## config.mk

```make
export PLATFORM = sky130hd
export DESIGN_NAME = edge_req_scheduler
export DESIGN_NICKNAME = d
export VERILOG_FILES = /design/src/rtl/sched_pkg.sv /design/src/rtl/req_sync_edge.sv /design/src/rtl/edge_req_scheduler.sv
export SDC_FILE = /design/constraint.sdc
export NUM_CORES = 1
export LEC_CHECK = 0
export BUFFER_PORTS_ARGS = -buffer_cell sky130_fd_sc_hd__buf_2
export CAP_MARGIN = 40
export CORE_MARGIN = 4
export CORE_UTILIZATION = 50
export DETAILED_ROUTE_END_ITERATION = 10
export MAX_ROUTING_LAYER = met4
export PLACE_DENSITY = 0.67
export RECOVER_POWER = 50
export SETUP_SLACK_MARGIN = 0.4
export SKIP_LAST_GASP = 1
export SYNTH_ARGS = -nofsm -noshare
export SYNTH_HDL_FRONTEND = slang
export SYNTH_HIERARCHICAL = 1
export SYNTH_SLANG_ARGS = --single-unit
```

## constraint.sdc

```tcl
create_clock -name clk -period 2.5 [get_ports clk]
set_input_delay 0.375 -clock clk [delete_from_list [all_inputs] [get_ports clk]]
set_output_delay 0.375 -clock clk [all_outputs]
set_load 0.1 [all_outputs]
```

## src/rtl/sched_pkg.sv

```systemverilog
// Shared types and helpers for the edge-triggered round-robin scheduler.
// rr_pick walks from last_id+1 with wrap so any requester count 2..8 works.
package sched_pkg;

    typedef enum logic [1:0] {
        IDLE  = 2'd0,
        GRANT = 2'd1,
        WAIT  = 2'd2
    } state_t;

    function automatic int rr_pick(
        input logic [7:0] pend,
        input int         last,
        input int         n
    );
        int   idx;
        int   sel;
        logic found;
        sel   = 0;
        found = 1'b0;
        for (int k = 1; k <= 8; k++) begin
            idx = (last + k) % n;
            if (k <= n && !found && pend[idx]) begin
                sel   = idx;
                found = 1'b1;
            end
        end
        return sel;
    endfunction

endpackage

```

## src/rtl/req_sync_edge.sv

```systemverilog
// Multi-flop synchronizer for one asynchronous request level, followed by
// a rise detector so a held input yields a single one-cycle pulse.
module req_sync_edge #(
    parameter int SYNC_STAGES = 2
) (
    input  logic clk,
    input  logic rst,
    input  logic d,
    output logic rise
);

    logic [SYNC_STAGES-1:0] chain;
    logic                   prev;

    always_ff @(posedge clk or posedge rst) begin
        if (rst) begin
            chain <= '0;
            prev  <= 1'b0;
        end else begin
            chain <= {chain[SYNC_STAGES-2:0], d};
            prev  <= chain[SYNC_STAGES-1];
        end
    end

    assign rise = chain[SYNC_STAGES-1] & ~prev;

endmodule

```

## src/rtl/edge_req_scheduler.sv

```systemverilog
// Round-robin arbiter sharing one command resource between edge requests,
// with start/done handshake and a watchdog that drops stuck transactions.
module edge_req_scheduler
    import sched_pkg::*;
#(
    parameter int NUM_REQ     = 4,
    parameter int SYNC_STAGES = 2,
    parameter int TIMEOUT_CYC = 1024
) (
    input  logic                       clk,
    input  logic                       rst,
    input  logic [NUM_REQ-1:0]         req_in,
    input  logic                       en,
    input  logic                       res_done,
    output logic                       res_start,
    output logic [$clog2(NUM_REQ)-1:0] grant_id,
    output logic                       busy,
    output logic [NUM_REQ-1:0]         pending,
    output logic [NUM_REQ-1:0]         dropped,
    output logic                       timeout_err
);

    localparam int IW = $clog2(NUM_REQ);
    localparam int TW = $clog2(TIMEOUT_CYC) + 1;

    state_t             state;
    logic [IW-1:0]      last_id;
    logic [TW-1:0]      timer;
    logic [NUM_REQ-1:0] rise;
    logic [NUM_REQ-1:0] clr;
    logic [7:0]         pend8;
    logic               tc_hit;

    for (genvar i = 0; i < NUM_REQ; i++) begin : g_sync
        req_sync_edge #(
            .SYNC_STAGES(SYNC_STAGES)
        ) u_sync (
            .clk (clk),
            .rst (rst),
            .d   (req_in[i]),
            .rise(rise[i])
        );
    end

    always_comb begin
        pend8 = '0;
        pend8[NUM_REQ-1:0] = pending;
    end

    // Clearing the served bit loses to a same-cycle new edge on that bit.
    assign clr = (state == GRANT) ? (NUM_REQ'(1) << grant_id) : '0;

    assign tc_hit      = (timer == TW'(TIMEOUT_CYC - 1));
    assign res_start   = (state == GRANT);
    assign busy        = (state == GRANT) || (state == WAIT);
    assign dropped     = rise & pending & ~clr;
    assign timeout_err = (state == WAIT) && !res_done && tc_hit;

    always_ff @(posedge clk or posedge rst) begin
        if (rst) begin
            state    <= IDLE;
            grant_id <= '0;
            last_id  <= IW'(NUM_REQ - 1);
            timer    <= '0;
            pending  <= '0;
        end else begin
            pending <= (pending & ~clr) | rise;
            unique case (state)
                IDLE: begin
                    if (en && |pending) begin
                        grant_id <= IW'(rr_pick(pend8, int'(last_id), NUM_REQ));
                        state    <= GRANT;
                    end
                end
                GRANT: begin
                    timer <= '0;
                    state <= WAIT;
                end
                WAIT: begin
                    if (res_done || tc_hit) begin
                        state   <= IDLE;
                        last_id <= grant_id;
                    end else begin
                        timer <= timer + 1'b1;
                    end
                end
                default: state <= IDLE;
            endcase
        end
    end

endmodule

```

Word level (Yosys, flattened, before mapping)
Index checks and enable logic that the tools add are counted.

storage, ports and cells
  bits in registers = 33
  bits of input ports = 8
  output and inout bits = 13
  word-level logic and storage cells = 100

cells by class
  $add $sub $neg = 5
  $lt $le $gt $ge = 4
  eq/ne operators = 6
  shift-type cells = 1
  muxes and demuxes = 31
  bitwise operators = 17
  reductions and logical operators = 23

operators by type and width
  cell                   number
  $pmux 11 s2            1
  $lt 3x5->1 const B     4
  $mux 1                 17
  $and 4x4->4            3
  $bmux 1 s3             4
  $mux 2                 6
  $add 11x1->11 const B  1
  $eq 11x10->1 const B   1
  $mux 11                1
  $reduce_and 2->1       4
  $reduce_or 2->1        4
  $logic_and 1x1->1      6
  $pmux 2 s3             1
  $add 2x1->2 const B    2
  $add 2x2->2 const B    2
  $and 1x1->1            4
  $and 1x1->1 const A    4
  $logic_not 1->1        4
  $mux 4                 1
  $ne 2x2->1 const B     2
  $not 1->1              4
  $not 4->4              1
  $or 4x4->4             1
  $reduce_or 4->1        1
  other kinds (7)        8

Longest topological paths before layout
Gate-level depths: netlist (run 1).

  depth after elaboration = 22
  mapped depth = 7
  mapped depth without buffers = 6

Modules after synthesis
Netlist (run 1), hierarchy kept.

modules (own cells, without submodules)
  module              times used  cells each  area an instance (um2)  sequential area each (um2)
  edge_req_scheduler  1           121         1174.9                  528.0
  req_sync_edge       4           5           92.6                    75.1

Least setup slack after synthesis (run 1)
No wires, ideal clock.

  path kind = flip-flop to output port
  from = register timer[0]
  to = output port timeout_err
  data arrival time = 3745 ps
  required time = 2125 ps
  path slack = -1620 ps
  cell stages (with the launch flop) = 4
  path buffers = 0
  cells stage by stage = dfrtp_1 ha_1 nand3_1 nor4_1

between the ends
  cells in the longest elaborated chain, start to end = 2

RTL lines
  what                      line                      source
  start: declaration        edge_req_scheduler.sv:28  logic [TW-1:0] timer;
  start signal: assignment  edge_req_scheduler.sv:84  timer <= timer + 1'b1;
  $eq 11x10->1              edge_req_scheduler.sv:53  assign tc_hit = (timer == TW'(TIMEOUT_CYC - 1));
  $logic_and 1x1->1         edge_req_scheduler.sv:57  assign timeout_err = (state == WAIT) && !res_done && tc_hit;
  end: declaration          edge_req_scheduler.sv:20  output logic timeout_err

Every way passes these cells.

Final worst setup path (run 1)
  from = register state[1]
  to = output port dropped[1]

between the ends
  cells in the longest elaborated chain, start to end = 4

RTL lines
  what                      line                      source
  start: declaration        edge_req_scheduler.sv:26  state_t state;
  start signal: assignment  edge_req_scheduler.sv:61  state <= IDLE;
  start signal: assignment  edge_req_scheduler.sv:72  state <= GRANT;
  start signal: assignment  edge_req_scheduler.sv:77  state <= WAIT;
  $eq 2x1->1                edge_req_scheduler.sv:51  assign clr = (state == GRANT) ? (NUM_REQ'(1) << grant_id) : '0;
  $mux 4                    edge_req_scheduler.sv:51
  $not 4->4                 edge_req_scheduler.sv:56  assign dropped = rise & pending & ~clr;
  $and 4x4->4               edge_req_scheduler.sv:56
  end: declaration          edge_req_scheduler.sv:19  output logic [NUM_REQ-1:0] dropped,

Every way passes these cells.

==> results of run 1 <==
==> power by group through the flow <==
stage | logic [mW] | registers [mW] | clock network (mW)
detailed placement | 1.10 | 0.793 | 0
finish | 1.15 | 0.796 | 0.278
floorplan | 0.651 | 1.07 | 0
CTS | 1.12 | 0.784 | 0.290
global placement | 1.09 | 0.783 | 0
global route | 1.22 | 0.822 | 0.320
==> through the flow <==
step / cell area (µm²) / hold WS, ps / util / total power [mW]
floorplan: 1590 / 129 / - / 1.73
global placement: 1710 / 279 / 0.601 / 1.87
detailed placement: 1710 / 285 / 0.601 / 1.90
CTS: 1800 / 132 / 0.631 / 2.20
global route: 1860 / 116 / 0.652 / 2.36
finish: 1860 / 145 / 0.652 / 2.22
==> Yosys cell counts, drive strengths merged <==
cell type  instances
nor2b              6
nor4b              1
nand2             17
nor3               2
o31ai              3
dfrtp             31
nand3b             1
nor2               6
mux2               4
buf                1
and3               2
mux2i              3
dfstp              2
a221oi             1
a221o              1
nand4b             1
nor4               3
nand3              9
o32ai              1
inv               12
o21ai             11
a41oi              1
or4                1
ha                 5
o211ai             2
a21oi              2
a21o               3
o41ai              1
nand2b             5
o311ai             1
a21bo              1
clkbuf             1
==> flip-flops by register name, summed over array words and instances, names as in the netlist <==
name                 cells
timer                   11
g_sync.u_sync/prev       4
state                    2
grant_id                 2
pending                  4
last_id                  2
g_sync.u_sync/chain      8
==> what timing repair did <==
| item | in CTS | in global routing |
|---|---|---|
| resized for setup | 10 | 7 |
| hold buffers | 1 | 0 |
| hold endpoints to repair | 12 | 0 |
| setup buffers | 0 | 4 |
| pin swaps | 0 | 2 |
| endpoints found under the setup margin | 5 | 5 |
==> routing by layer <==
metal,wire length (µm),share of wire
met1,1260,0.43
met2,1430,0.49
met3,181,0.062
met4,54,0.018
met5,0,0
==> critical path, stage by stage, from the launching register on <==
cell,delay (ps)
sky130_fd_sc_hd__dfrtp_1,400
sky130_fd_sc_hd__inv_1,100
sky130_fd_sc_hd__ha_1,310
sky130_fd_sc_hd__nand3b_1,130
sky130_fd_sc_hd__and3_2,230
sky130_fd_sc_hd__buf_4,230
==> cells by family (layout without fill, tap and decap cells) <==
kind of cell / Yosys count / in the layout / synth area share
buffers and inverters: 14 / 45 / 0.0364
and+or+nand+nor: 54 / 54 / 0.207
muxes: 7 / 7 / 0.0486
DFF: 33 / 33 / 0.536
AOI/OAI and AO/OA: 28 / 28 / 0.131
adders and majority gates: 5 / 5 / 0.0405
==> how the worst max path moves through the flow <==
stage / start / end / slack (ps) / cells past startpoint
after floorplan: timer[0] / timeout_err / 160 / 3
after global placement: timer[0] / timeout_err / 520 / 4
after detailed placement: timer[0] / timeout_err / 460 / 4
after CTS: timer[0] / timeout_err / 390 / 4
after global routing: state[1] / dropped[1] / 290 / 5
final: state[1] / dropped[1] / 400 / 5
==> layout make-up <==
class / count / area, µm² / area share
clock inverters: 2 / 10.0 / 0.00538
flip-flops and latches: 33 / 833 / 0.448
clock buffers: 6 / 41.3 / 0.0222
repair buffers: 25 / 159 / 0.0854
multi-input cells: 94 / 733 / 0.394
inverters: 12 / 45.0 / 0.0242
well taps: 31 / 38.8 / 0.0208
==> flow_summary.ini, run 1 <==
[status]
run_status = finished, final reports clean

[finish]
area_delta_synth_final_pct = 20.4
layout_commonest_cell = sky130_fd_sc_hd__dfrtp_1
antenna_cells_inserted = 0
post_route_cells_drive_above_1_share = 0.331
most-common-layout-cells = sky130_fd_sc_hd__dfrtp_1 (27), sky130_fd_sc_hd__nand2_1 (16), sky130_fd_sc_hd__buf_2 (14), sky130_fd_sc_hd__inv_1 (12), sky130_fd_sc_hd__o21ai_0 (8)
stdcell_count = 203
num-nets-final = 184
layout.filler_cells = 250

[drt]
vias_per_cell = 5.63
drc = 0
detailedRoute.firstPassIterationCount = 4
antenna_left = 0
drt-wirelength-per-cell_um = 14.4
finalWirelength_mm = 2.92
detailroute.via_count = 1143
detail_route.iter0.violations = 67

[setup_path]
timing.reg2reg.setup_slack_ps = 520
rr_endpoint = timer[5]
crit_arrival_ps = 1730
timing.reg2reg.worst_path_depth = 6
critical_path.endpoint_type = output pin
timing.critical_path.fanout_max = 7
r2r-start = state[0]
startpoint_type = flop
worstSetupPathType = reg -> out
cp.required_ps = 2120

[yosys]
ys_top_cells_by_area = sky130_fd_sc_hd__dfrtp_1 (50%), sky130_fd_sc_hd__ha_1 (4.0%), sky130_fd_sc_hd__nand2_1 (3.9%)
synthesis.yosys.warnings = 6
synthesis.nets = 154
yosys.area.top_type = sky130_fd_sc_hd__dfrtp_1
synth-seq-cells = 33
syn-instance-count = 141
seq_area_frac_synth = 0.536
postSynthAreaPerCell_um2 = 11.0
yosys.area.top_type_share = 0.502
ys_types = 39
syn-cell-area_mm2 = 0.00155

[placed_design]
dp_hpwl_mm = 2.09
placement.io_buffers = 20
routabilityCongestion = 0.732
placed_cells = 190
place_worst_setup_slack_ps = 461

[cts]
clock-root-buffer = sky130_fd_sc_hd__clkbuf_4
clockBufferDepth = 2
clock_sinks = 33
worst_setup_hold_path_clk_slew_ps = 100
cts_buf_count = 5
htree_levels = 2
clock_tree_from_tritoncts = yes
clock_insertion_delay_worst_skew_ps = 330

[pwr]
pwr-share-comb = 0.516
pwr-share-clk = 0.125
power_leakage_nw = 0.827
internal_power_mw = 1.03
peak_supply_drop_mv = 1.05
p_sw_frac = 0.535
powerDensity_mw_per_mm2 = 1190
p_seq_frac = 0.359
power_switching_mw = 1.19

[floorplan]
core_area_mm2 = 0.00285
die_width_um = 63.6
std_cell_rows = 19
initial_core_util = 0.542
boundary_pins = 21
chipHeight_um = 63.6
design.die.area_mm2 = 0.00404

[sta]
worst_max_slew_pin_slew_ps = 805
timing.fmax_ghz = 0.476
hold_viol = 0
final_max_slew_viol_count = 0
finalWorstPathRequiredPeriod_ps = 2100
maxSlewHeadroom = 0.462
grt_setup_unrepaired = true
clock-skew-final_ps = 2.86
timing.final.setup_violations = 0
setup-tns-final_ps = 0
layout_setup_ws_ps = 399
fin_crit_sh = 0.840

[flow_run]
timing.max_cap.violations = 0

[grt]
grt_pass1_wl_mm = 5.17
grtUsageMet1 = 0.205
use_met3 = 0.0568
globalRouteMet2Util = 0.271
number_of_antenna_violations_at_the_first_check_in_global_routing = 0
grtUsageTotal = 0.171
grt_pass1_vias = 1135
globalRouteOverflowTotal = 0
busiest_layer = met2
grt_max_degree = 22

[worst_hold_path]
worst_hold_startpoint = req_in[1]
holdCritPathClass = in -> reg
holdPathEnd = g_sync[1].u_sync/chain[0]
worstHoldPathCells = 1
No activity file was read; power rests on OpenSTA's default activity.
==> run 2: changes to the inputs <==
--- a/config.mk
+++ b/config.mk
@@ -11,7 +11,7 @@
 export CORE_UTILIZATION = 50
 export DETAILED_ROUTE_END_ITERATION = 10
 export MAX_ROUTING_LAYER = met4
-export PLACE_DENSITY = 0.67
+export PLACE_DENSITY = 0.7
 export RECOVER_POWER = 50
 export SETUP_SLACK_MARGIN = 0.4
 export SKIP_LAST_GASP = 1
==> constraint.sdc (replaced) <==
create_clock -name clk -period 1.9 [get_ports clk]
set_input_delay 0.285 -clock clk [delete_from_list [all_inputs] [get_ports clk]]
set_output_delay 0.285 -clock clk [all_outputs]
set_load 0.1 [all_outputs]
==> run 2 against run 1 <==
Against the previous run:
- cell area up 30%
- core utilization rose by 20 points
- worst setup slack lost 400 ps
- wire length grew 54%
- global-route usage is 3.8 points higher
- sequential power increased by 36%
- non-clock buffer count up 26
- largest power group unchanged
==> flow_summary.ini, run 2 (same netlist as run 1, synthesis figures left out) <==
[status]
run_status = finished, final reports clean

[pwr]
totalPowerFinal_mw = 4.02
peak_supply_drop_mv = 1.43
power_leakage_nw = 1.06
powerDensity_mw_per_mm2 = 1660

[floorplan]
std_cell_rows = 19
die_width_um = 63.6
design.die.area_mm2 = 0.00404
boundary_pins = 21
initial_core_util = 0.542
chipHeight_um = 63.6
core_area_mm2 = 0.00285

[drt]
detailedRoute.firstPassIterationCount = 4
antenna_left = 0
drc = 0
detailroute.via_count = 1331
drt-wirelength-per-cell_um = 19.7
detail_route.iter0.violations = 106
finalWirelength_mm = 4.51
vias_per_cell = 5.81

[setup_path]
worst_path_max_delay_cell = sky130_fd_sc_hd__dfrtp_2
slowest_delay_ps = 470
timing.reg2reg.setup_slack_ps = 80
cp.required_ps = 1620
worstSetupPathType = reg -> out
crit_arrival_ps = 1610
timing.critical_path.fanout_max = 4
startpoint_type = flop
cp_cell_sequence = inv_2 -> ha_4 -> nand2b_4 -> nor4_4 -> buf_12
critical_path.endpoint_type = output pin

[sta]
setup-tns-final_ps = 0
grt_setup_unrepaired = true
finalWorstPathRequiredPeriod_ps = 1900
timing.fmax_ghz = 0.527
timing.final.setup_violations = 0
worst_max_slew_pin_slew_ps = 541
hold_viol = 0
whs_ps = 47.5
final_max_slew_viol_count = 0
maxSlewHeadroom = 0.640
layout_setup_ws_ps = 2.18
clock-skew-final_ps = 21.2
fin_crit_sh = 0.999

[finish]
antenna_cells_inserted = 0
number_of_flip_flops_under_the_largest_register_name = 11
num-nets-final = 210
area_delta_synth_final_pct = 57.0
fin_area_mm2 = 0.00243
most-common-layout-cells = sky130_fd_sc_hd__buf_4 (25), sky130_fd_sc_hd__dfrtp_1 (23), sky130_fd_sc_hd__nand2_1 (16), sky130_fd_sc_hd__inv_1 (10), sky130_fd_sc_hd__buf_12 (9)
layout_commonest_cell = sky130_fd_sc_hd__buf_4
stdcell_count = 229
layout.filler_cells = 135
largest_registers = timer (11), g_sync.u_sync/chain (8)
post_route_cells_drive_above_1_share = 0.545
final_standard_cell_utilization_of_the_core = 0.850
registers.top_by_ff_count = timer

[grt]
globalRouteOverflowTotal = 0
grt_pass1_vias = 1274
number_of_antenna_violations_at_the_first_check_in_global_routing = 0
grt_max_degree = 22
grt_pass1_wl_mm = 6.22
grtUsageTotal = 0.209

[cts]
worst_setup_hold_path_clk_slew_ps = 120
clock_sinks = 33
clock_tree_from_tritoncts = yes
htree_levels = 2
clock-root-buffer = sky130_fd_sc_hd__clkbuf_4
cts_buf_count = 5
clock_insertion_delay_worst_skew_ps = 340
clockBufferDepth = 2

[placed_design]
dp_hpwl_mm = 2.19
place_worst_setup_slack_ps = 139
place_area_mm2 = 0.00186
placed_cells = 193
placement.io_buffers = 20
routabilityCongestion = 0.827

[worst_hold_path]
holdCritPathClass = in -> reg

[flow_run]
timing.max_cap.violations = 0
-- run 2: worst paths after layout --
path / startpoint / to / cells past startpoint
worst max-delay path: state[0] / timeout_err / 5
worst min register to register: g_sync[0].u_sync/chain[0] / g_sync[0].u_sync/chain[1] / 0
worst min-delay path: req_in[3] / g_sync[3].u_sync/chain[0] / 1
min in group asynchronous: rst / g_sync[0].u_sync/prev / 3
worst max register to register: timer[0] / state[0] / 7
max in group asynchronous: rst / pending[1] / 4
-- run 2: power by group --
part | switching, mW | internal, mW
logic | 1.45 | 0.930
registers | 0.207 | 0.871
clock network | 0.249 | 0.313
-- run 2: worst max-delay path: cells and delay by family (launching register included) --
kind                     cells  cell delay, ps
adder cells (fa/ha/maj)      1             170
AND/OR/NAND/NOR              2             300
buffers and inverters        2             320
flip-flops                   1             470
-- run 2: per-layer routing --
| layer | vias to the layer above | part of all wire | GRT usage |
|---|---|---|---|
| met5 | - | 0 | - |
| met4 | 0 | 0.031 | 0.0755 |
| met3 | 14 | 0.041 | 0.0604 |
| met2 | 37 | 0.52 | 0.353 |
| met1 | 669 | 0.40 | 0.235 |
| li1 | 611 | - | - |
-- run 2: repair_timing --
action,CTS,global route
pin swaps,11,7
setup buffers,15,11
hold buffers,1,0
resized for setup,40,27
endpoints found under the setup margin,28,26
gates cloned,1,0
hold endpoints to repair,22,0
-- run 2: layout make-up --
type,instances,area [µm²],area share
Multi-Input combinational cell,94,903,0.372
Sequential cell,33,843,0.348
Timing Repair Buffer,51,507,0.209
Clock buffer,6,51.3,0.0211
Inverter,12,45.0,0.0186
Tap cell,31,38.8,0.0160
Clock inverter,2,37.5,0.0155
==> run 3: changes to the inputs <==
--- a/config.mk
+++ b/config.mk
@@ -5,7 +5,7 @@
 export SDC_FILE = /design/constraint.sdc
 export NUM_CORES = 1
 export LEC_CHECK = 0
-export BUFFER_PORTS_ARGS = -buffer_cell sky130_fd_sc_hd__buf_2
+export BUFFER_PORTS_ARGS = -buffer_cell sky130_fd_sc_hd__clkbuf_2
 export CAP_MARGIN = 40
 export CORE_MARGIN = 4
 export CORE_UTILIZATION = 50
==> run 3 against run 2 <==
Against the previous run:
- worst setup slack better by 26 ps
- clock power is 3% lower
- non-clock buffer count is 6 higher
- maximum frequency is 1.4% higher
- critical path type unchanged
- clock skew is 6.5 ps lower
- core utilization is 1.9 points higher
- largest power group unchanged
- highest routed layer unchanged
- flip-flop and latch count stayed put
- cell count is 3.1% higher
- register-to-register slack better by 50 ps
==> flow_summary.ini, run 3 (same netlist as run 1, synthesis figures left out) <==
[sta]
worst_max_slew_pin_slew_ps = 447
setup-tns-final_ps = 0
final_max_slew_viol_count = 0
hold_viol = 0
fin_crit_sh = 0.985
maxSlewHeadroom = 0.701
timing.final.setup_violations = 0
finalWorstPathRequiredPeriod_ps = 1870
grt_setup_unrepaired = true
clock-skew-final_ps = 14.7
timing.fmax_ghz = 0.534

[floorplan]
std_cell_rows = 19
die_width_um = 63.6
core_area_mm2 = 0.00285
boundary_pins = 21
initial_core_util = 0.542
chipHeight_um = 63.6
design.die.area_mm2 = 0.00404

[pwr]
totalPowerFinal_mw = 4.11
powerDensity_mw_per_mm2 = 1660
power_leakage_nw = 1.09
peak_supply_drop_mv = 1.34

[drt]
vias_per_cell = 6.04
finalWirelength_mm = 4.70
antenna_left = 0
detailroute.via_count = 1426
drc = 0
detailedRoute.firstPassIterationCount = 4
drt-wirelength-per-cell_um = 19.9
detail_route.iter0.violations = 91

[cts]
clock-root-buffer = sky130_fd_sc_hd__clkbuf_4
clock_tree_from_tritoncts = yes
worst_setup_hold_path_clk_slew_ps = 110
cts_buf_count = 5
clockBufferDepth = 2
clock_sinks = 33
clock_insertion_delay_worst_skew_ps = 320
htree_levels = 2

[setup_path]
worstSetupPathType = reg -> out
cp.required_ps = 1620
timing.critical_path.fanout_max = 5
rr_endpoint = state[0]
timing.reg2reg.setup_slack_ps = 130
r2r-start = pending[2]
critical_path.endpoint_type = output pin
startpoint_type = flop
crit_arrival_ps = 1590
timing.reg2reg.worst_path_depth = 4

[grt]
grt_max_degree = 13
grt_pass1_vias = 1344
number_of_antenna_violations_at_the_first_check_in_global_routing = 0
grt_pass1_wl_mm = 6.24
globalRouteOverflowTotal = 0
grtUsageTotal = 0.207

[finish]
post_route_cells_drive_above_1_share = 0.566
number_of_flip_flops_under_the_largest_register_name = 11
layout_commonest_cell = sky130_fd_sc_hd__buf_4
registers.top_by_ff_count = timer
area_delta_synth_final_pct = 60.6
most-common-layout-cells = sky130_fd_sc_hd__buf_4 (27), sky130_fd_sc_hd__dfrtp_1 (21), sky130_fd_sc_hd__nand2_1 (16), sky130_fd_sc_hd__inv_1 (10), sky130_fd_sc_hd__buf_6 (10)
antenna_cells_inserted = 0
largest_registers = timer (11), g_sync.u_sync/chain (8)
num-nets-final = 217

[status]
run_status = finished, final reports clean

[worst_hold_path]
worst_hold_startpoint = req_in[0]
worstHoldPathCells = 1
holdPathEnd = g_sync[0].u_sync/chain[0]
holdCritPathClass = in -> reg

[flow_run]
timing.max_cap.violations = 0

[placed_design]
routabilityCongestion = 0.826
placement.io_buffers = 20
dp_hpwl_mm = 2.17
## run 3: cell types whose count changed in the layout (fill, tap and decap cells not counted), moves of 2 or more
cell / delta
sky130_fd_sc_hd__o21ai_1: +5
sky130_fd_sc_hd__o21ai_0: -2
sky130_fd_sc_hd__clkbuf_4: +4
sky130_fd_sc_hd__o21ai_2: -3
sky130_fd_sc_hd__buf_12: -2
sky130_fd_sc_hd__buf_4: +2
sky130_fd_sc_hd__buf_2: -6
sky130_fd_sc_hd__clkbuf_2: +5
sky130_fd_sc_hd__dfrtp_2: +2
sky130_fd_sc_hd__dfrtp_1: -2
sky130_fd_sc_hd__buf_6: +2
## run 3: how the worst max path moves through the flow
stage / from / endpoint / depth (start not counted)
5_1_grt: state[1] / dropped[2] / 7
4_1_cts: state[0] / dropped[0] / 6
3_5_place_dp: pending[1] / state[1] / 4
6_report: state[1] / dropped[2] / 7
2_1_floorplan: timer[10] / timeout_err / 2
3_3_place_gp: pending[1] / state[0] / 4
## run 3: repair_timing
| item | in CTS | in global routing |
|---|---|---|
| resized for setup | 46 | 22 |
| pin swaps | 13 | 5 |
| hold buffers | 1 | 0 |
| endpoints found under the hold margin | 19 | 0 |
| buffers inserted | 18 | 13 |
| cloned | 0 | 1 |
| endpoints found under the setup margin | 26 | 27 |
## run 3: per-stage QoR
step	area [µm²]	cells	util	hold WS, ps	worst slack, ps
3_3_place_gp	1880	195	0.658	191	174
2_1_floorplan	1630	141	-	38.6	-175
5_1_grt	2480	236	0.870	47.3	-31.2
3_5_place_dp	1880	195	0.658	194	160
6_report	2480	236	0.870	71.3	28.6
4_1_cts	2310	222	0.810	58.0	77.5
## run 3: layout make-up
type | count | area, µm²
Timing Repair Buffer | 57 | 544
Sequential cell | 33 | 846
Inverter | 12 | 45.0
Fill cell | 127 | 372
Multi-Input combinational cell | 95 | 922
Clock buffer | 7 | 55.1
Clock inverter | 1 | 30.0
Tap cell | 31 | 38.8
## run 3: critical path, cell delays in order, from the launching register on
cell	delay (ps)
sky130_fd_sc_hd__dfrtp_1	420
sky130_fd_sc_hd__inv_2	100
sky130_fd_sc_hd__ha_4	180
sky130_fd_sc_hd__nand2_1	100
sky130_fd_sc_hd__o21ai_2	140
sky130_fd_sc_hd__buf_4	140
sky130_fd_sc_hd__nor2_4	30
sky130_fd_sc_hd__buf_12	160
## run 3: metal layers
| metal | vias to the layer above | track usage | part of all wire |
|---|---|---|---|
| met4 | 0 | 0.0755 | 0.035 |
| met2 | 65 | 0.351 | 0.51 |
| met5 | - | - | 0 |
| met3 | 21 | 0.0462 | 0.051 |
| li1 | 622 | - | - |
| met1 | 718 | 0.240 | 0.40 |
## run 3: where the power goes
group	leakage, nW	switching (mW)	internal (mW)	total [mW]
clock	0.0455	0.228	0.314	0.542
combinational	0.656	1.51	0.993	2.50
sequential	0.392	0.202	0.871	1.07
total	1.09	1.94	2.18	4.11
